File: src/rtl/fp_pkg.sv
// ============================================================================
// Module : fp_pkg
// Brief  : Shared constants, FSM state enum and packed IEEE-754 word struct.
// Rev    : 1.0
// ============================================================================
`default_nettype none

package fp_pkg;

    localparam int FP_W       = 32;
    localparam int FP_EXP_W   = 8;
    localparam int FP_FRAC_W  = 23;

    localparam logic [FP_EXP_W-1:0] EXP_MAX    = 8'hFF;
    localparam logic [FP_EXP_W-1:0] EXP_OVF_IN = 8'hFE;

    localparam int HIDDEN_BIT = 23;
    localparam int CARRY_BIT  = 24;

    typedef enum logic [1:0] {
        IDLE  = 2'd0,
        SHIFT = 2'd1,
        DONE  = 2'd2
    } state_t;

    typedef struct packed {
        logic                 sign;
        logic [FP_EXP_W-1:0]  exp;
        logic [FP_FRAC_W-1:0] frac;
    } fp_word_t;

endpackage

`default_nettype wire

File: src/rtl/fp_add_normalizer.sv
// ============================================================================
// Module : fp_add_normalizer
// Brief  : Post-add normalizer; left shifts one bit per cycle, packs IEEE word.
// Rev    : 1.0
// ============================================================================
`default_nettype none

module fp_add_normalizer
    import fp_pkg::*;
#(
    parameter int EXP_W  = FP_EXP_W,
    parameter int FRAC_W = FP_FRAC_W
) (
    input  logic              clk,
    input  logic              rst,
    input  logic              in_valid,
    output logic              in_ready,
    input  logic              in_sign,
    input  logic [EXP_W-1:0]  in_exp,
    input  logic [FRAC_W+1:0] in_mant,
    output logic              out_valid,
    input  logic              out_ready,
    output logic [FP_W-1:0]   out_result,
    output logic              out_ovf,
    output logic              out_unf,
    output logic              out_zero
);

    localparam logic [EXP_W-1:0] EXP_ONE  = {{(EXP_W-1){1'b0}}, 1'b1};
    localparam logic [EXP_W-1:0] EXP_ZERO = '0;

    state_t              state_q, state_d;
    logic                sign_q,  sign_d;
    logic [EXP_W-1:0]    exp_q,   exp_d;
    logic [FRAC_W+1:0]   mant_q,  mant_d;
    fp_word_t            result_q, result_d;
    logic                ovf_q,   ovf_d;
    logic                unf_q,   unf_d;
    logic                zero_q,  zero_d;

    always_ff @(posedge clk) begin
        if (rst) begin
            state_q  <= IDLE;
            sign_q   <= 1'b0;
            exp_q    <= '0;
            mant_q   <= '0;
            result_q <= '0;
            ovf_q    <= 1'b0;
            unf_q    <= 1'b0;
            zero_q   <= 1'b0;
        end else begin
            state_q  <= state_d;
            sign_q   <= sign_d;
            exp_q    <= exp_d;
            mant_q   <= mant_d;
            result_q <= result_d;
            ovf_q    <= ovf_d;
            unf_q    <= unf_d;
            zero_q   <= zero_d;
        end
    end

    always_comb begin
        state_d  = state_q;
        sign_d   = sign_q;
        exp_d    = exp_q;
        mant_d   = mant_q;
        result_d = result_q;
        ovf_d    = ovf_q;
        unf_d    = unf_q;
        zero_d   = zero_q;

        case (state_q)
            IDLE: begin
                if (in_valid) begin
                    sign_d   = in_sign;
                    exp_d    = in_exp;
                    mant_d   = in_mant;
                    result_d = '0;
                    ovf_d    = 1'b0;
                    unf_d    = 1'b0;
                    zero_d   = 1'b0;
                    // Classification order matters: a carry at exponent 254 overflows
                    // before the carry shift is applied.
                    if (in_mant == '0) begin
                        zero_d  = 1'b1;
                        state_d = DONE;
                    end else if (in_exp == EXP_MAX ||
                                 (in_mant[CARRY_BIT] && in_exp == EXP_OVF_IN)) begin
                        result_d.sign = in_sign;
                        result_d.exp  = EXP_MAX;
                        ovf_d         = 1'b1;
                        state_d       = DONE;
                    end else if (in_mant[CARRY_BIT]) begin
                        mant_d  = in_mant >> 1;
                        exp_d   = in_exp + EXP_ONE;
                        state_d = SHIFT;
                    end else if (in_exp == EXP_ZERO) begin
                        unf_d   = 1'b1;
                        state_d = DONE;
                    end else begin
                        state_d = SHIFT;
                    end
                end
            end

            SHIFT: begin
                if (mant_q[HIDDEN_BIT]) begin
                    result_d.sign = sign_q;
                    result_d.exp  = exp_q;
                    result_d.frac = mant_q[FRAC_W-1:0];
                    state_d       = DONE;
                end else if (exp_q == EXP_ONE) begin
                    result_d = '0;
                    unf_d    = 1'b1;
                    state_d  = DONE;
                end else begin
                    mant_d = mant_q << 1;
                    exp_d  = exp_q - EXP_ONE;
                end
            end

            DONE: begin
                if (out_ready) begin
                    state_d = IDLE;
                end
            end

            default: begin
                state_d = IDLE;
            end
        endcase
    end

    assign in_ready   = (state_q == IDLE);
    assign out_valid  = (state_q == DONE);
    assign out_result = result_q;
    assign out_ovf    = ovf_q;
    assign out_unf    = unf_q;
    assign out_zero   = zero_q;

endmodule

`default_nettype wire

File: config.mk
export PLATFORM = sky130hd
export DESIGN_NAME = fp_add_normalizer
export DESIGN_NICKNAME = d
export VERILOG_FILES = /design/src/rtl/fp_pkg.sv /design/src/rtl/fp_add_normalizer.sv
export SDC_FILE = /design/constraint.sdc
export NUM_CORES = 1
export LEC_CHECK = 0
export CORE_MARGIN = 10
export CORE_UTILIZATION = 25
export CTS_CLUSTER_SIZE = 14
export DETAILED_ROUTE_END_ITERATION = 6
export PLACE_DENSITY_LB_ADDON = 0.12
export RECOVER_POWER = 25
export SLEW_MARGIN = 20
export SYNTH_ARGS = -nofsm -noshare
export SYNTH_HDL_FRONTEND = slang
export SYNTH_SLANG_ARGS = --single-unit
File: constraint.sdc
create_clock -name clk -period 1.8 [get_ports clk]
set_input_delay 0.27 -clock clk [delete_from_list [all_inputs] [get_ports clk]]
set_output_delay 0.27 -clock clk [all_outputs]
set_load 0.005 [all_outputs]
==> flow_summary.yaml <==
sta:
  slew_headroom: 0.736
  rsz0062_at_grt: "yes"
  period_minus_slack_ps: 1750
  finalCritPeriodShare: 0.971
  slew_viol_final: 0
  tns_ps: 0
  hold_viol: 0
  hold_slack_ps: 413
  finalSetupViolations: 0
  finalClockSkew_ps: 8.13
  fmax_mhz: 572
  worstMarginPinSlew_ps: 386
routing:
  wl_met2_mm: 5.65
  ant_nets: 0
  routed.top_layer: "met4"
  wl_mm: 12.0
  avgViaCountPerCell: 4.84
  wl_met3_um: 799
  drt_first_pass_iters: 4
  wl_per_cell_um: 16.9
  vias: 3436
  drcViolationCount: 0
  first_iter_violations: 178
  met1Wirelength_mm: 5.42
synth:
  synth.distinct_cells: 49
  synthMuxAreaShare: 0.0831
  synth.avg_cell_area_sq_um: 8.70
  yosys_warnings: 0
  synth_area_sq_um: 3460
  synth-simple-area-share: 0.178
  synthAdderAreaFrac: 0.0181
  synthXorXnorAreaFrac: 0.0228
  synth_top_family_by_area: "compound AO/OA/AOI/OAI gates"
  synthArstFlopShare: 0
  ys_seq_elements: 70
  synth_fp_nets: 441
  ys_seq_area_frac: 0.405
  synth_compound_area_frac: 0.250
  synth_edf_count: 0
  synth_ff_type: "dfxtp_1"
  synth_cells: 398
clock_network:
  cts-buffers-inserted: 9
  cts_tree: "yes"
  clk_latency_ps: 330
  h-tree-depth: 3
  cts_sinks: 70
  clockBufferDepth: 2
  cts_root_buf: "clkbuf_16"
  path_clk_slew_ps: 60
global_route:
  antenna_found_initial: 0
  grt_pass1_vias: 3668
  grtUsageTotal: 0.127
  grt_pass1_wl_mm: 18.9
  grt_max_degree: 62
  grt_overflow: 0
worst_setup_path:
  crit_path_start_kind: "flop"
  cp.required_ps: 2010
  path_max_fanout: 8
  critPathKind: "reg -> reg"
  r2r_cells: 8
  endpoint_kind: "flop"
  crit_arrival_ps: 1960
final_layout:
  final_area_sq_um: 5420
  drive_above_1_share: 0.294
  antenna_cells: 0
  syn2layout_area_growth_pct: 56.6
  final_cells: 710
  fillers: 1358
  nets: 574
worst_hold_path:
  hold_class: "in -> reg"
  min_path_cells: 3
die:
  start_util: 0.258
  die_area_sq_um: 19000
  core_sq_um: 13400
  rows: 42
  num_io_pins: 75
  die_x_um: 138
  die_y_um: 138
placement:
  dp.cells: 690
  dpl_cell_area_sq_um: 4870
  gp_congestion: 0.768
  io_buffers: 74
  hpwl_mm: 8.43
power_and_ir_drop:
  vdd_drop_max_v: 0.000556
  powerDensity_nw_per_um2: 1210
  leakagePower_nw: 2.09
flow_run:
  maxCapViolCount: 0
outcome:
  outcome: "completed"
-- final timing paths --
check / start / endpoint / slack, ps
setup / recovery: exp_q[1] / out_result[13] / 50
hold / removal: rst / out_result[6] / 410
setup reg to reg: exp_q[1] / out_result[13] / 50
hold reg to reg: sign_q / sign_q / 490
-- cells by family (layout without fill, tap and decap cells) --
group	Yosys count	after routing
adders and majority gates	5	5
and+or+nand+nor	130	130
AOI/OAI and AO/OA	124	124
xor gates and xnor gates	9	9
muxes	26	26
buffers and inverters	34	170
DFF	70	70
-- cells in the final DEF, fill, tap and decap left out, types with 3 or more instances in the layout --
cell type,synthesis,routed
a21oi_1,40,39
nor4_1,7,5
nand2_1,41,41
mux2_2,22,22
clkdlybuf4s50_1,0,44
xnor2_1,6,5
a22oi_1,45,34
ha_1,5,3
dlygate4sd3_1,0,21
nand3_1,6,5
clkbuf_8,0,3
nor2_1,44,42
nor2_2,2,4
a31oi_1,3,3
nor3_1,7,6
buf_4,3,67
dlymetal6s2s_1,0,3
nand2b_1,4,3
nand4_1,4,4
mux2i_1,4,4
inv_1,5,3
a22oi_2,0,11
o21ai_0,14,13
nor2b_1,3,3
buf_12,0,4
clkbuf_16,0,10
dfxtp_1,70,68
buf_6,0,3
a211oi_1,6,5
xor2_1,3,3
dlygate4sd2_1,0,4
-- through the flow --
stage	total power [W]	utilization	setup WS (ps)
global route	0.00697	0.405	-24.2
finish	0.00655	0.405	52.0
CTS	0.00641	0.392	4.34
global placement	0.00463	0.363	-519
detailed placement	0.00466	0.363	-575
floorplan	0.00346	-	15.3
-- where the power goes --
part | internal, W | total [W] | leakage (nW) | switching (W)
sequential | 0.00183 | 0.00204 | 0.573 | 0.000209
combinational | 0.00134 | 0.00284 | 1.38 | 0.00150
clock | 0.00103 | 0.00167 | 0.138 | 0.000644
-- metal layers --
| layer | track usage | vias up |
|---|---|---|
| li1 | - | 1723 |
| met1 | 0.154 | 1630 |
| met2 | 0.209 | 76 |
| met3 | 0.0459 | 7 |
| met4 | 0.0284 | 0 |
| met5 | 0 | - |
-- Yosys cell counts, types with 2 or more instances --
| library cell | instances | area [sq um] |
|---|---|---|
| nor3_1 | 7 | 35.0 |
| o21ai_1 | 2 | 10.0 |
| nand4_1 | 4 | 25.0 |
| a211oi_1 | 6 | 45.0 |
| a31oi_1 | 3 | 18.8 |
| xor2_1 | 3 | 26.3 |
| mux2i_1 | 4 | 40.0 |
| dfxtp_1 | 70 | 1400 |
| a22oi_1 | 45 | 338 |
| nor4_1 | 7 | 43.8 |
| clkbuf_1 | 19 | 71.3 |
| and3_1 | 2 | 12.5 |
| nand2b_1 | 4 | 25.0 |
| buf_2 | 7 | 35.0 |
| xnor2_1 | 6 | 52.6 |
| nand3_1 | 6 | 30.0 |
| inv_1 | 5 | 18.8 |
| ha_1 | 5 | 62.6 |
| nand2_1 | 41 | 154 |
| nor2b_1 | 3 | 18.8 |
| buf_4 | 3 | 22.5 |
| mux2_2 | 22 | 248 |
| and2_1 | 2 | 12.5 |
| nor2_2 | 2 | 12.5 |
| a21oi_1 | 40 | 200 |
| o21ai_0 | 14 | 70.1 |
| nor2_1 | 44 | 165 |
-- state kept, by name, summed over array words and instances, names as in the netlist --
signal	count
exp_q	8
mant_q	24
out_ovf	1
out_result	32
out_unf	1
out_zero	1
sign_q	1
state_q	2
-- critical path, cell delays in order (launching register included) --
cell	delay (ps)
dfxtp_2	320
inv_2	50
ha_1	140
nor3b_4	290
a21oi_2	120
o21a_4	280
clkbuf_16	180
a22oi_1	180
nor2_1	60
-- repair_timing --
action	in CTS	in global routing
cloned	1	2
setup endpoints to repair	64	65
hold buffers	0	0
buffers inserted	1	2
pin swaps	5	9
endpoints found under the hold margin	0	0
resized for setup	21	33
-- area by class of cell --
type,count,area (sq um),share of cell area
inverters,5,18.8,0.00346
multi-input cells,294,2090,0.386
flip-flops and latches,70,1400,0.259
clock inverters,1,5.00,0.000923
well taps,176,220,0.0406
clock buffers,13,270,0.0498
repair buffers,151,1410,0.260
Note: power is estimated with default switching activity, not from simulation.
==> patch: new RTL, config.mk and constraints unchanged <==
The 3 states of `state_t` get a one-hot encoding in 3 bits.
--- a/src/rtl/fp_pkg.sv
+++ b/src/rtl/fp_pkg.sv
@@ -19,6 +19,6 @@
 
-    typedef enum logic [1:0] {
-        IDLE  = 2'd0,
-        SHIFT = 2'd1,
-        DONE  = 2'd2
+    typedef enum logic [2:0] {
+        IDLE  = 3'b001,
+        SHIFT = 3'b010,
+        DONE  = 3'b100
     } state_t;
Formal check against the unedited RTL: same outputs for any inputs over 4 cycles, from zero or initial values and one cycle with rst high; so few cycles prove little.
==> patch against the original RTL <==
The flow now finishes with violations (negative setup slack); hold slack improved by 0.025 ns; maximum frequency decreased by 3.0%; setup slack got worse by 0.054 ns; sequential cell count increased by 1; wire length increased by 7.0%; global-route usage about the same; area after synthesis increased by 3.4%; cell area increased by 8.5%; critical path type unchanged; largest cell class unchanged.
Power is not compared: it rests on default switching activity, and its combinational part moved more than twofold at a synthesized area within 25%.
==> patch: results (changes against the original RTL) <==
Setup violations, final = 3 (+3)
Synthesized area per cell = 8.463 um^2 (-2.7%)
Root Driver = clkbuf_16
GR Layer Usage met1 = 0.1572 (+0.002909)
Share of layout cells above drive strength 1 = 0.3207 (+0.02668)
Crit path arrival time = 2.06 ns (+0.10 ns)
Clk_lat worst skew = 0.33 ns (about the same)
Vias in the first global route = 3,862 (+5.3%)
Async S/R FF share, synth = 0 (unchanged)
Synth area leaders = dfxtp_1 (40%), a22oi_1 (6.7%), nand3_1 (6.6%)
Count of warnings emitted by yosys = 0 (unchanged)
Ant. Diodes = 0 (unchanged)
Met2 usage in global routing = 0.1982 (-0.01073)
First-pass detailed-route iteration total = 4 (unchanged)
Run status = finished with violations
Num CTS Buffers = 9 (unchanged)
Slew headroom = 0.6093 (-0.1267)
Total placed cells including tap cells = 730 (+5.8%)
Initial antenna violation count = 0 (unchanged)
Seq/Total Area, Yosys = 0.3971 (-0.007560)
H-tree depth = 3 (unchanged)
Unique masters post-synth = 61 (+24%)
Number of buffers on the longest clock path = 2 (unchanged)
Starting DRC count in detailed routing = 244 (+37%)
Failing checks = negative setup slack
Critical path peak fanout = 4 (-4)
Largest net degree at the start of global routing = 25 (-60%)
Gr usage total = 0.1264 (-0.0002758)
Clock Skew = 0.004051 ns (-0.004075 ns)
Max reg flops = 32 (unchanged)
Clock Pin Slew Worst Setup and Hold Paths = 0.06 ns (about the same)
Drt total wl = 12.81 mm (+7.0%)
Post-Layout Cell Count = 760 (+7.0%)
Synth top cells by count = dfxtp_1 (71), nor2_1 (54), nand3_1 (47), a22oi_1 (32), clkbuf_1 (24)
Met3 Use GR = 0.04185 (-0.004034)
First-pass GRT wire length = 20.36 mm (+7.7%)
Vias = 3,760 (+9.4%)
Leak = 2.257 nW
Worst VDD drop = 404.0 uV
Hold Crit Class = input port to flip-flop
IO Port Bufs = 74 (unchanged)
GPL Wtd Cong = 0.8282 (+7.8%)
Nets = 618 (+7.7%)
Post-DP Area = 5147 um^2 (+5.8%)
Net Count, Synth = 466 (+5.7%)
Setup WS post-layout = -0.001980 ns (-0.05395 ns)
Internal = 0.003343 W
Detailed Place HPWL = 9.064 mm (+7.5%)
patch: cell count changes after synthesis, sizes merged, moves of 4 or more:
cell	unedited run	this run
nand3	7	47
a21oi	41	14
mux2	22	1
nand2	41	23
a311oi	0	16
a22oi	45	32
nor2	46	57
a221oi	0	10
inv	5	14
o21ai	16	22
clkbuf	19	24
a31oi	5	9
patch: logic make-up after synthesis:
group | synth area share
buf+inv | 0.06501
xor+xnor | 0.02202
compound gates | 0.2635
fa+ha+maj | 0.01748
mux | 0.005942
flops | 0.3971
simple gates | 0.2289
patch: stage by stage:
stage | TNS [ns] | hold WS [ns] | worst slack (ns)
detailed placement | -18.64 | 0.4528 | -0.6039
global route | -2.858 | 0.4480 | -0.09494
floorplan | 0 | 0.4060 | 0.007122
finish | -0.003133 | 0.4381 | -0.001980
CTS | -0.09488 | 0.4362 | -0.01234
global placement | -18.11 | 0.4487 | -0.5683
patch: per-layer routing:
| layer | wire [um] | vias to the layer above |
|---|---|---|
| met5 | 0 | - |
| met2 | 5853 | 97 |
| met1 | 5896 | 1756 |
| met3 | 752 | 21 |
| li1 | - | 1886 |
| met4 | 306 | 0 |
patch: worst paths after layout:
| kind | from | endpoint | slack, ns | cells past startpoint |
|---|---|---|---|---|
| setup reg to reg | exp_q[1] | mant_q[6] | -0.002 | 8 |
| setup / recovery | exp_q[1] | mant_q[6] | -0.002 | 8 |
| hold reg to reg | out_result[28] | out_result[28] | 0.46 | 2 |
| hold / removal | rst | exp_q[2] | 0.44 | 2 |
patch: worst max-delay path: stages, from the launching register on:
cell	delay, ns
dfxtp_2	0.32
inv_2	0.07
ha_4	0.12
or3b_4	0.42
o21ba_4	0.28
nor2_8	0.17
buf_12	0.13
a22oi_2	0.04
a31oi_1	0.17
patch: repair_timing:
action,CTS,global route
endpoints found under the hold margin,0,0
setup endpoints to repair,45,67
cloned,3,2
resized for setup,27,47
setup buffers,6,3
pin swaps,11,19
patch: layout make-up:
class	instances	area, um^2
Sequential cell	71	1428
Timing Repair Buffer	176	1688
Clock buffer	11	252.7
Multi-Input combinational cell	303	2185
Tap cell	180	225.2
Clock inverter	5	56.30
Fill cell	1373	8048
Inverter	14	52.55
patch: power by group through the flow:
stage / logic [W] / clock network, W / registers, W
finish: 0.00104 / 0.00184 / 0.00175
global route: 0.00113 / 0.00196 / 0.00176
CTS: 0.000964 / 0.00188 / 0.00174
detailed placement: 0.000901 / 0 / 0.00177
global placement: 0.000896 / 0 / 0.00177
floorplan: 0.000474 / 0 / 0.00176
